$ cat config.mk
export PLATFORM = sky130hd
export DESIGN_NAME = cga_vram_arbiter_flat
export DESIGN_NICKNAME = d
export VERILOG_FILES = /design/src/rtl/cga_vram_arbiter_if.sv /design/src/rtl/cga_vram_arbiter.sv /design/src/flat_wrapper.sv
export SDC_FILE = /design/constraint.sdc
export NUM_CORES = 1
export LEC_CHECK = 0
export BUFFER_PORTS_ARGS = -buffer_cell sky130_fd_sc_hd__buf_2
export CAP_MARGIN = 20
export CORE_AREA = 2 2 67 62
export DETAILED_ROUTE_END_ITERATION = 6
export DIE_AREA = 0 0 69 64
export HOLD_SLACK_MARGIN = 0.03
export PLACE_DENSITY_LB_ADDON = 0.08
export SLEW_MARGIN = 20
export SYNTH_ARGS = -nofsm -noshare
export SYNTH_HDL_FRONTEND = slang
export SYNTH_SLANG_ARGS = --single-unit
$ cat constraint.sdc
create_clock -name clk -period 4.4 [get_ports clk]
set_input_delay 0.88 -clock clk [delete_from_list [all_inputs] [get_ports clk]]
set_output_delay 0.88 -clock clk [all_outputs]
set_load 0.05 [all_outputs]
$ cat src/rtl/cga_vram_arbiter_if.sv
// Signal bundle between the CGA VRAM arbiter, the ISA bus decode, the display
// sequencer and the external video RAM pins.
interface cga_vram_arbiter_if;
  logic [19:0] bus_a;
  logic        bus_memr_l;
  logic        bus_memw_l;
  logic        bus_aen;
  logic [7:0]  bus_d;
  logic [7:0]  bus_out;
  logic        bus_dir;
  logic        bus_rdy;
  logic        tandy_32k;
  logic [18:0] vid_a;
  logic        vid_read;
  logic        isa_op_enable;
  logic [18:0] ram_a;
  logic        ram_we_l;
  logic [7:0]  ram_wd;
  logic [7:0]  ram_d;

  modport slave (
    input  bus_a, bus_memr_l, bus_memw_l, bus_aen, bus_d, tandy_32k,
    input  vid_a, vid_read, isa_op_enable, ram_d,
    output bus_out, bus_dir, bus_rdy, ram_a, ram_we_l, ram_wd
  );

  modport master (
    output bus_a, bus_memr_l, bus_memw_l, bus_aen, bus_d, tandy_32k,
    output vid_a, vid_read, isa_op_enable, ram_d,
    input  bus_out, bus_dir, bus_rdy, ram_a, ram_we_l, ram_wd
  );
endinterface

$ cat src/rtl/cga_vram_arbiter.sv
// Shares the CGA video RAM between sequencer video fetches (always win) and
// parked ISA CPU accesses that execute in the sequencer's CPU slots.
module cga_vram_arbiter #(
  parameter logic [4:0] FB_BASE      = 5'h17,
  parameter bit         USE_BUS_WAIT = 1'b1,
  parameter logic [3:0] RAM_HI       = 4'b0001
) (
  input  logic                  clk,
  input  logic                  reset_l,
  cga_vram_arbiter_if.slave     bus
);

  typedef enum logic [2:0] {
    ST_IDLE,
    ST_WAIT,
    ST_ACC0,
    ST_ACC1,
    ST_DONE
  } state_e;

  state_e      state_q;
  logic        memr_s1_q, memr_s_q;
  logic        memw_s1_q, memw_s_q;
  logic [14:0] offset_q;
  logic        wr_q;
  logic [7:0]  wdata_q;
  logic [7:0]  rdata_q;

  logic mem_cs;
  logic req;
  logic in_access;

  assign mem_cs    = (bus.bus_a[19:15] == FB_BASE) & ~bus.bus_aen;
  assign req       = mem_cs & (~memr_s_q | ~memw_s_q);
  assign in_access = (state_q == ST_ACC0) || (state_q == ST_ACC1);

  // Control: strobe synchronisers, access sequencing and read capture
  always_ff @(posedge clk or negedge reset_l) begin
    if (!reset_l) begin
      state_q   <= ST_IDLE;
      memr_s1_q <= 1'b1;
      memr_s_q  <= 1'b1;
      memw_s1_q <= 1'b1;
      memw_s_q  <= 1'b1;
      rdata_q   <= 8'h00;
    end else begin
      memr_s1_q <= bus.bus_memr_l;
      memr_s_q  <= memr_s1_q;
      memw_s1_q <= bus.bus_memw_l;
      memw_s_q  <= memw_s1_q;
      case (state_q)
        ST_IDLE: if (req) state_q <= ST_WAIT;
        ST_WAIT: if (bus.isa_op_enable && !bus.vid_read) state_q <= ST_ACC0;
        ST_ACC0: state_q <= ST_ACC1;
        ST_ACC1: begin
          // A video fetch stealing the second clock voids the slot; retry later
          if (bus.vid_read) begin
            state_q <= ST_WAIT;
          end else begin
            if (!wr_q) rdata_q <= bus.ram_d;
            state_q <= ST_DONE;
          end
        end
        ST_DONE: if (memr_s_q && memw_s_q) state_q <= ST_IDLE;
        default: state_q <= ST_IDLE;
      endcase
    end
  end

  // Request latch: address offset, direction and write data held while parked
  always_ff @(posedge clk) begin
    if (state_q == ST_IDLE && req) begin
      offset_q <= {bus.tandy_32k & bus.bus_a[14], bus.bus_a[13:0]};
      wr_q     <= ~memw_s_q;
      wdata_q  <= bus.bus_d;
    end
  end

  assign bus.ram_a    = in_access ? {RAM_HI, offset_q} : bus.vid_a;
  assign bus.ram_wd   = wdata_q;
  // Write strobe depends on this clock's vid_read so an aborted slot never writes
  assign bus.ram_we_l = ~((state_q == ST_ACC1) & wr_q & ~bus.vid_read);

  assign bus.bus_dir  = mem_cs & ~bus.bus_memr_l;
  assign bus.bus_out  = bus.bus_dir ? rdata_q : 8'h00;

  generate
    if (USE_BUS_WAIT) begin : g_bus_wait
      // Raw strobes so the wait reaches the bus in the same clock; forced ready in reset
      assign bus.bus_rdy = ~reset_l |
                           ~(mem_cs & (~bus.bus_memr_l | ~bus.bus_memw_l) &
                             (state_q != ST_DONE));
    end else begin : g_no_wait
      assign bus.bus_rdy = 1'b1;
    end
  endgenerate

endmodule
$ cat src/flat_wrapper.sv
// flat-port wrapper written by rule: the top's interface ports become plain ports
module cga_vram_arbiter_flat 
#(
  parameter logic [4:0] FB_BASE      = 5'h17,
  parameter bit         USE_BUS_WAIT = 1'b1,
  parameter logic [3:0] RAM_HI       = 4'b0001
)
  (clk, reset_l, bus_bus_a, bus_bus_memr_l, bus_bus_memw_l, bus_bus_aen, bus_bus_d, bus_tandy_32k, bus_vid_a, bus_vid_read, bus_isa_op_enable, bus_ram_d, bus_bus_out, bus_bus_dir, bus_bus_rdy, bus_ram_a, bus_ram_we_l, bus_ram_wd);
  cga_vram_arbiter_if bus_i ();
  input  logic clk;
  input  logic reset_l;
  input wire logic [$bits(bus_i.bus_a)-1:0] bus_bus_a;
  input wire logic [$bits(bus_i.bus_memr_l)-1:0] bus_bus_memr_l;
  input wire logic [$bits(bus_i.bus_memw_l)-1:0] bus_bus_memw_l;
  input wire logic [$bits(bus_i.bus_aen)-1:0] bus_bus_aen;
  input wire logic [$bits(bus_i.bus_d)-1:0] bus_bus_d;
  input wire logic [$bits(bus_i.tandy_32k)-1:0] bus_tandy_32k;
  input wire logic [$bits(bus_i.vid_a)-1:0] bus_vid_a;
  input wire logic [$bits(bus_i.vid_read)-1:0] bus_vid_read;
  input wire logic [$bits(bus_i.isa_op_enable)-1:0] bus_isa_op_enable;
  input wire logic [$bits(bus_i.ram_d)-1:0] bus_ram_d;
  output wire logic [$bits(bus_i.bus_out)-1:0] bus_bus_out;
  output wire logic [$bits(bus_i.bus_dir)-1:0] bus_bus_dir;
  output wire logic [$bits(bus_i.bus_rdy)-1:0] bus_bus_rdy;
  output wire logic [$bits(bus_i.ram_a)-1:0] bus_ram_a;
  output wire logic [$bits(bus_i.ram_we_l)-1:0] bus_ram_we_l;
  output wire logic [$bits(bus_i.ram_wd)-1:0] bus_ram_wd;
  assign bus_i.bus_a = bus_bus_a;
  assign bus_i.bus_memr_l = bus_bus_memr_l;
  assign bus_i.bus_memw_l = bus_bus_memw_l;
  assign bus_i.bus_aen = bus_bus_aen;
  assign bus_i.bus_d = bus_bus_d;
  assign bus_i.tandy_32k = bus_tandy_32k;
  assign bus_i.vid_a = bus_vid_a;
  assign bus_i.vid_read = bus_vid_read;
  assign bus_i.isa_op_enable = bus_isa_op_enable;
  assign bus_i.ram_d = bus_ram_d;
  assign bus_bus_out = bus_i.bus_out;
  assign bus_bus_dir = bus_i.bus_dir;
  assign bus_bus_rdy = bus_i.bus_rdy;
  assign bus_ram_a = bus_i.ram_a;
  assign bus_ram_we_l = bus_i.ram_we_l;
  assign bus_ram_wd = bus_i.ram_wd;
  cga_vram_arbiter #(.FB_BASE(FB_BASE), .USE_BUS_WAIT(USE_BUS_WAIT), .RAM_HI(RAM_HI)) u_core (.clk(clk), .reset_l(reset_l), .bus(bus_i));
endmodule
* Yosys cells after proc, flatten, opt, wreduce, memory -nomap -nowiden
Index checks and enable logic that the tools add are counted.
** Storage, ports and cells
- Memory bits (writable) :: 0
- Bits in latches :: 0
- Memories :: 0
- Register bits after elaboration :: 39
- Output and inout bits :: 38
- Bits in read-only memories :: 0
- Word-level logic and storage cells :: 54
** Cells by class
- Reductions and logical operators :: 8
- $add $sub $neg :: 0
- $mul :: 0
- Bitwise operators :: 21
- Shift-type cells :: 0
- Equality and inequality tests :: 9
- Order comparisons :: 0
- Multiplexer cells :: 7
- Div/mod/pow operators :: 0
** Operators with widths (number)
- 2-to-1 mux 19 bit :: 1
- case mux 3 bit (5 select lines) :: 1
- 2-to-1 mux 3 bit :: 4
- inverter 1 bit :: 10
- AND 1 bit :: 8
- 2-to-1 mux 8 bit :: 1
- == test 3 x 2 -> 1 bit, second input constant :: 2
- inequality test 2 x 1 -> 1 bit, second input constant :: 3
- AND reduction 3 bit :: 2
- == test 5 bit, second input constant :: 1
- == test 3 x 1 -> 1 bit, second input constant :: 1
- == test 3 bit, second input constant :: 1
- logical AND 1 bit :: 3
- logical NOT 3 bit :: 1
- inequality test 3 bit, second input constant :: 1
- bitwise OR 1 bit :: 3
- logical NOT 1 bit :: 1
- logical OR 1 bit :: 1

* Logic depth before layout (Yosys ltp)
- Word-level depth :: 6
- Gate-level depth with buffers :: 4
- Gate-level depth less buffers :: 3

* Worst setup path after synthesis
OpenSTA, ideal clock, no wires.
- Path kind :: input -> output
- From :: input port bus_bus_a[18]
- To :: output port bus_bus_out[0]
- Stages :: 3
- Buffers on the path :: 0
- Arrival time :: 2.456 ns
- Data required time :: 3.520 ns
- Slack :: 1.064 ns
- Cells stage by stage :: nand4b_1 nor3_2 and2_1
** On the way
- Cells in the longest elaborated chain, start to end :: 4
** RTL lines
- start: declaration :: RTL line flat_wrapper.sv:12 : input wire logic [$bits(bus_i.bus_a)-1:0] bus_bus_a;
- == test 5 bit :: RTL line cga_vram_arbiter.sv:33 : assign mem_cs = (bus.bus_a[19:15] == FB_BASE) & ~bus.bus_aen;
- AND 1 bit :: RTL line cga_vram_arbiter.sv:33
- AND 1 bit :: RTL line cga_vram_arbiter.sv:84 : assign bus.bus_dir = mem_cs & ~bus.bus_memr_l;
- via bus_bus_dir :: RTL line flat_wrapper.sv:23 : output wire logic [$bits(bus_i.bus_dir)-1:0] bus_bus_dir;
- 2-to-1 mux 8 bit :: RTL line cga_vram_arbiter.sv:85 : assign bus.bus_out = bus.bus_dir ? rdata_q : 8'h00;
- end: declaration :: RTL line flat_wrapper.sv:22 : output wire logic [$bits(bus_i.bus_out)-1:0] bus_bus_out;
The timed path passes the listed nets, and every way through them passes these cells.

* Worst setup path after layout
- From :: input port bus_bus_a[18]
- To :: output port bus_bus_out[6]
** On the way
- Cells in the longest elaborated chain, start to end :: 4
** RTL lines (RTL line)
- == test 5 bit :: cga_vram_arbiter.sv:33
- AND 1 bit :: cga_vram_arbiter.sv:33
- AND 1 bit :: cga_vram_arbiter.sv:84
- 2-to-1 mux 8 bit :: cga_vram_arbiter.sv:85
No other way between the ends.

==> impl_metrics.ini <==
[critical_path]
worstSetupPathType = input port to output port
rr_startpoint = u_core.state_q[1]
cp-startpoint = bus_bus_a[18]
rr_worst_depth = 2
reg2reg_slack_ns = 2.71
required_ns = 3.52
crit_fanout = 9
crit_path_start_kind = input port
end_kind = output port
arrival_ns = 2.07

[layout]
drive_gt1_share_pct = 66.8
fin_util_pct = 62.3
area_growth_pct = 41.9
nets = 270
diodes = 0
fillers = 317

[worst_hold_path]
holdPathStages = 0
min_path_type = flip-flop to flip-flop
min_from = u_core.memr_s1_q

[clocking]
cts_tree = done
cts.htree.levels = 2
post_cts_buffers = 0
cts_resized = 0
cts_made_buffers = 5
cts_root_buffer = clkbuf_8
clkLatencyLatePin_ns = 0.29
path_clk_slew_ns = 0.07
clock_path_buffers = 2
ctsHoldBuffers = 0
cts_sinks = 39

[synth]
syn_avg_cell_area_um2 = 15.8
synth-seq-cells = 39
synthArstFlopShare_pct = 38.5
synth_nets = 165
yosysWarningCount = 0
synth_seq_area_share_pct = 68.1
synth_ff_type = edfxtp_1
postSynthCellCount = 102
syn_area_um2 = 1620
ys_types = 21
synth-edff-count = 24

[global_route]
grt_max_degree = 25
grt_pass1_wl_um = 5530
grt_pass1_vias = 1261
grt.overflow.total = 0
grtUsageTotal_pct = 15.9
antenna_found_initial = 0

[detailed_routing]
vias = 1192
drt-pass1-iter-count = 4
antenna_left = 0
viasPerCell = 4.69
drcViolationCount = 0
initialDrtViolationCount = 43
wl_um = 3240
wl_per_cell_um = 12.8

[die]
die_area_um2 = 4420
core_area_um2 = 3680
start_util_pct = 43.9
die_h_um = 64
ioPinCount = 101
die_w_um = 69
rows = 21

[sta]
period_needed_ns = 2.95
hold_violations = 0
clock.fmax_mhz = 338
clock_skew_ns = 0.00701
slew_viol_final = 0
fin_tns_setup_ns = 0
tightest_slew_ns = 0.552
relSlewSlack_pct = 63.2
fin_crit_sh_pct = 67.2
setup_violations = 0
whs_ns = 0.351
rsz0062_at_grt = no

[place]
port_buffers = 100
globalplace.congestion = 0.740
dp.final_hpwl_um = 2530

[power]
ir_drop_v = 0.000260
seqPwrFrac_pct = 38.9
combPwrFrac_pct = 34.2
p_int_mw = 0.790
p_per_area_nw_per_um2 = 525
p_sw_share_pct = 34.3
p_sw_mw = 0.413
clkPwrFrac_pct = 26.9
leakage_nw = 1.06

[flow_run]
cap_violations = 0

[run_status]
status = finished, final reports clean
cell type report:
class	instances	area [µm²]	area share [%]
Sequential cell	39	1100	48.0
Tap cell	46	57.6	2.51
Clock buffer	7	97.6	4.26
Inverter	1	3.75	0.164
Multi-Input combinational cell	60	503	21.9
Timing Repair Buffer	100	500	21.8
Clock inverter	1	30.0	1.31
worst paths after layout:
| path | to |
|---|---|
| min reg2reg | u_core.memr_s_q |
| min in group asynchronous | u_core.rdata_q[5] |
| min | u_core.memr_s_q |
| max in group asynchronous | u_core.memw_s_q |
| max reg2reg | u_core.offset_q[1] |
| max | bus_bus_out[6] |
worst max-delay path, stage by stage:
cell and delay [ns]:
buf_2 0.09, nand4b_1 0.22, nor3_2 0.41, and2_1 0.20, buf_2 0.26
per-stage QoR:
stage                     cell area [µm²]  setup WS (ns)  cells  power [mW]
after global placement               2160           1.50    246       0.886
after detailed placement             2160           1.47    246       0.892
final                                2290           1.45    254        1.20
after CTS                            2290           1.44    254        1.22
after floorplan                      1620           1.06    102       0.800
after global routing                 2290           1.32    254        1.27
cells in the mapped netlist, types with 2 or more instances:
cell / instances / area, µm²
dfrtp_1: 11 / 275
edfxtp_1: 24 / 721
nand2_1: 4 / 15.0
and2_1: 13 / 81.3
nor2_1: 6 / 22.5
buf_2: 2 / 10.0
dfstp_2: 4 / 105
mux2_2: 23 / 259
nand2b_1: 3 / 18.8
cells in the final DEF, fill, tap and decap left out:
cell,n
buf_2,100
edfxtp_1,24
mux2_2,23
and2_1,13
dfrtp_1,11
nor2_1,6
clkbuf_8,5
nand2_1,4
dfstp_2,4
nand2b_1,3
nand2b_4,1
nand4b_1,1
nor3_2,1
and4b_2,1
inv_1,1
nand4_1,1
nor3b_1,1
mux2i_1,1
o31a_1,1
nor3_1,1
nor3_4,1
a31o_2,1
bufinv_16,1
clkbuf_16,1
clkbuf_1,1
routing by layer:
layer / vias up / part of all wire, % / wire length (µm) / global-route usage (%)
met3: 5 / 8.6 / 279 / 6.47
met5: - / 0 / 0 / 0
li1: 577 / - / - / -
met4: 0 / 1.4 / 44 / 5.15
met1: 552 / 40 / 1290 / 17.8
met2: 58 / 50 / 1620 / 27.6
flip-flops by register name, summed over array words and instances (netlist names):
name / cells
u_core.offset_q: 15
u_core.bus.ram_wd: 8
u_core.rdata_q: 8
u_core.state_q: 3
u_core.memr_s1_q: 1
u_core.memr_s_q: 1
u_core.memw_s1_q: 1
u_core.memw_s_q: 1
u_core.wr_q: 1
logic make-up after synthesis:
logic type	count (synthesis)	synth area share [%]
flip-flops	39	68.1
buffers and inverters	3	0.851
AO/OA/AOI/OAI	2	1.08
multiplexers	24	16.6
AND/OR/NAND/NOR	34	13.3
power by group through the flow:
stage	Clock [mW]	Sequential [mW]	Combinational [mW]
5_1_grt	0.354	0.478	0.439
6_report	0.323	0.469	0.412
3_5_place_dp	0	0.476	0.416
3_3_place_gp	0	0.475	0.411
4_1_cts	0.332	0.469	0.416
2_1_floorplan	0	0.469	0.330
No activity file was read; power rests on OpenSTA's default activity.
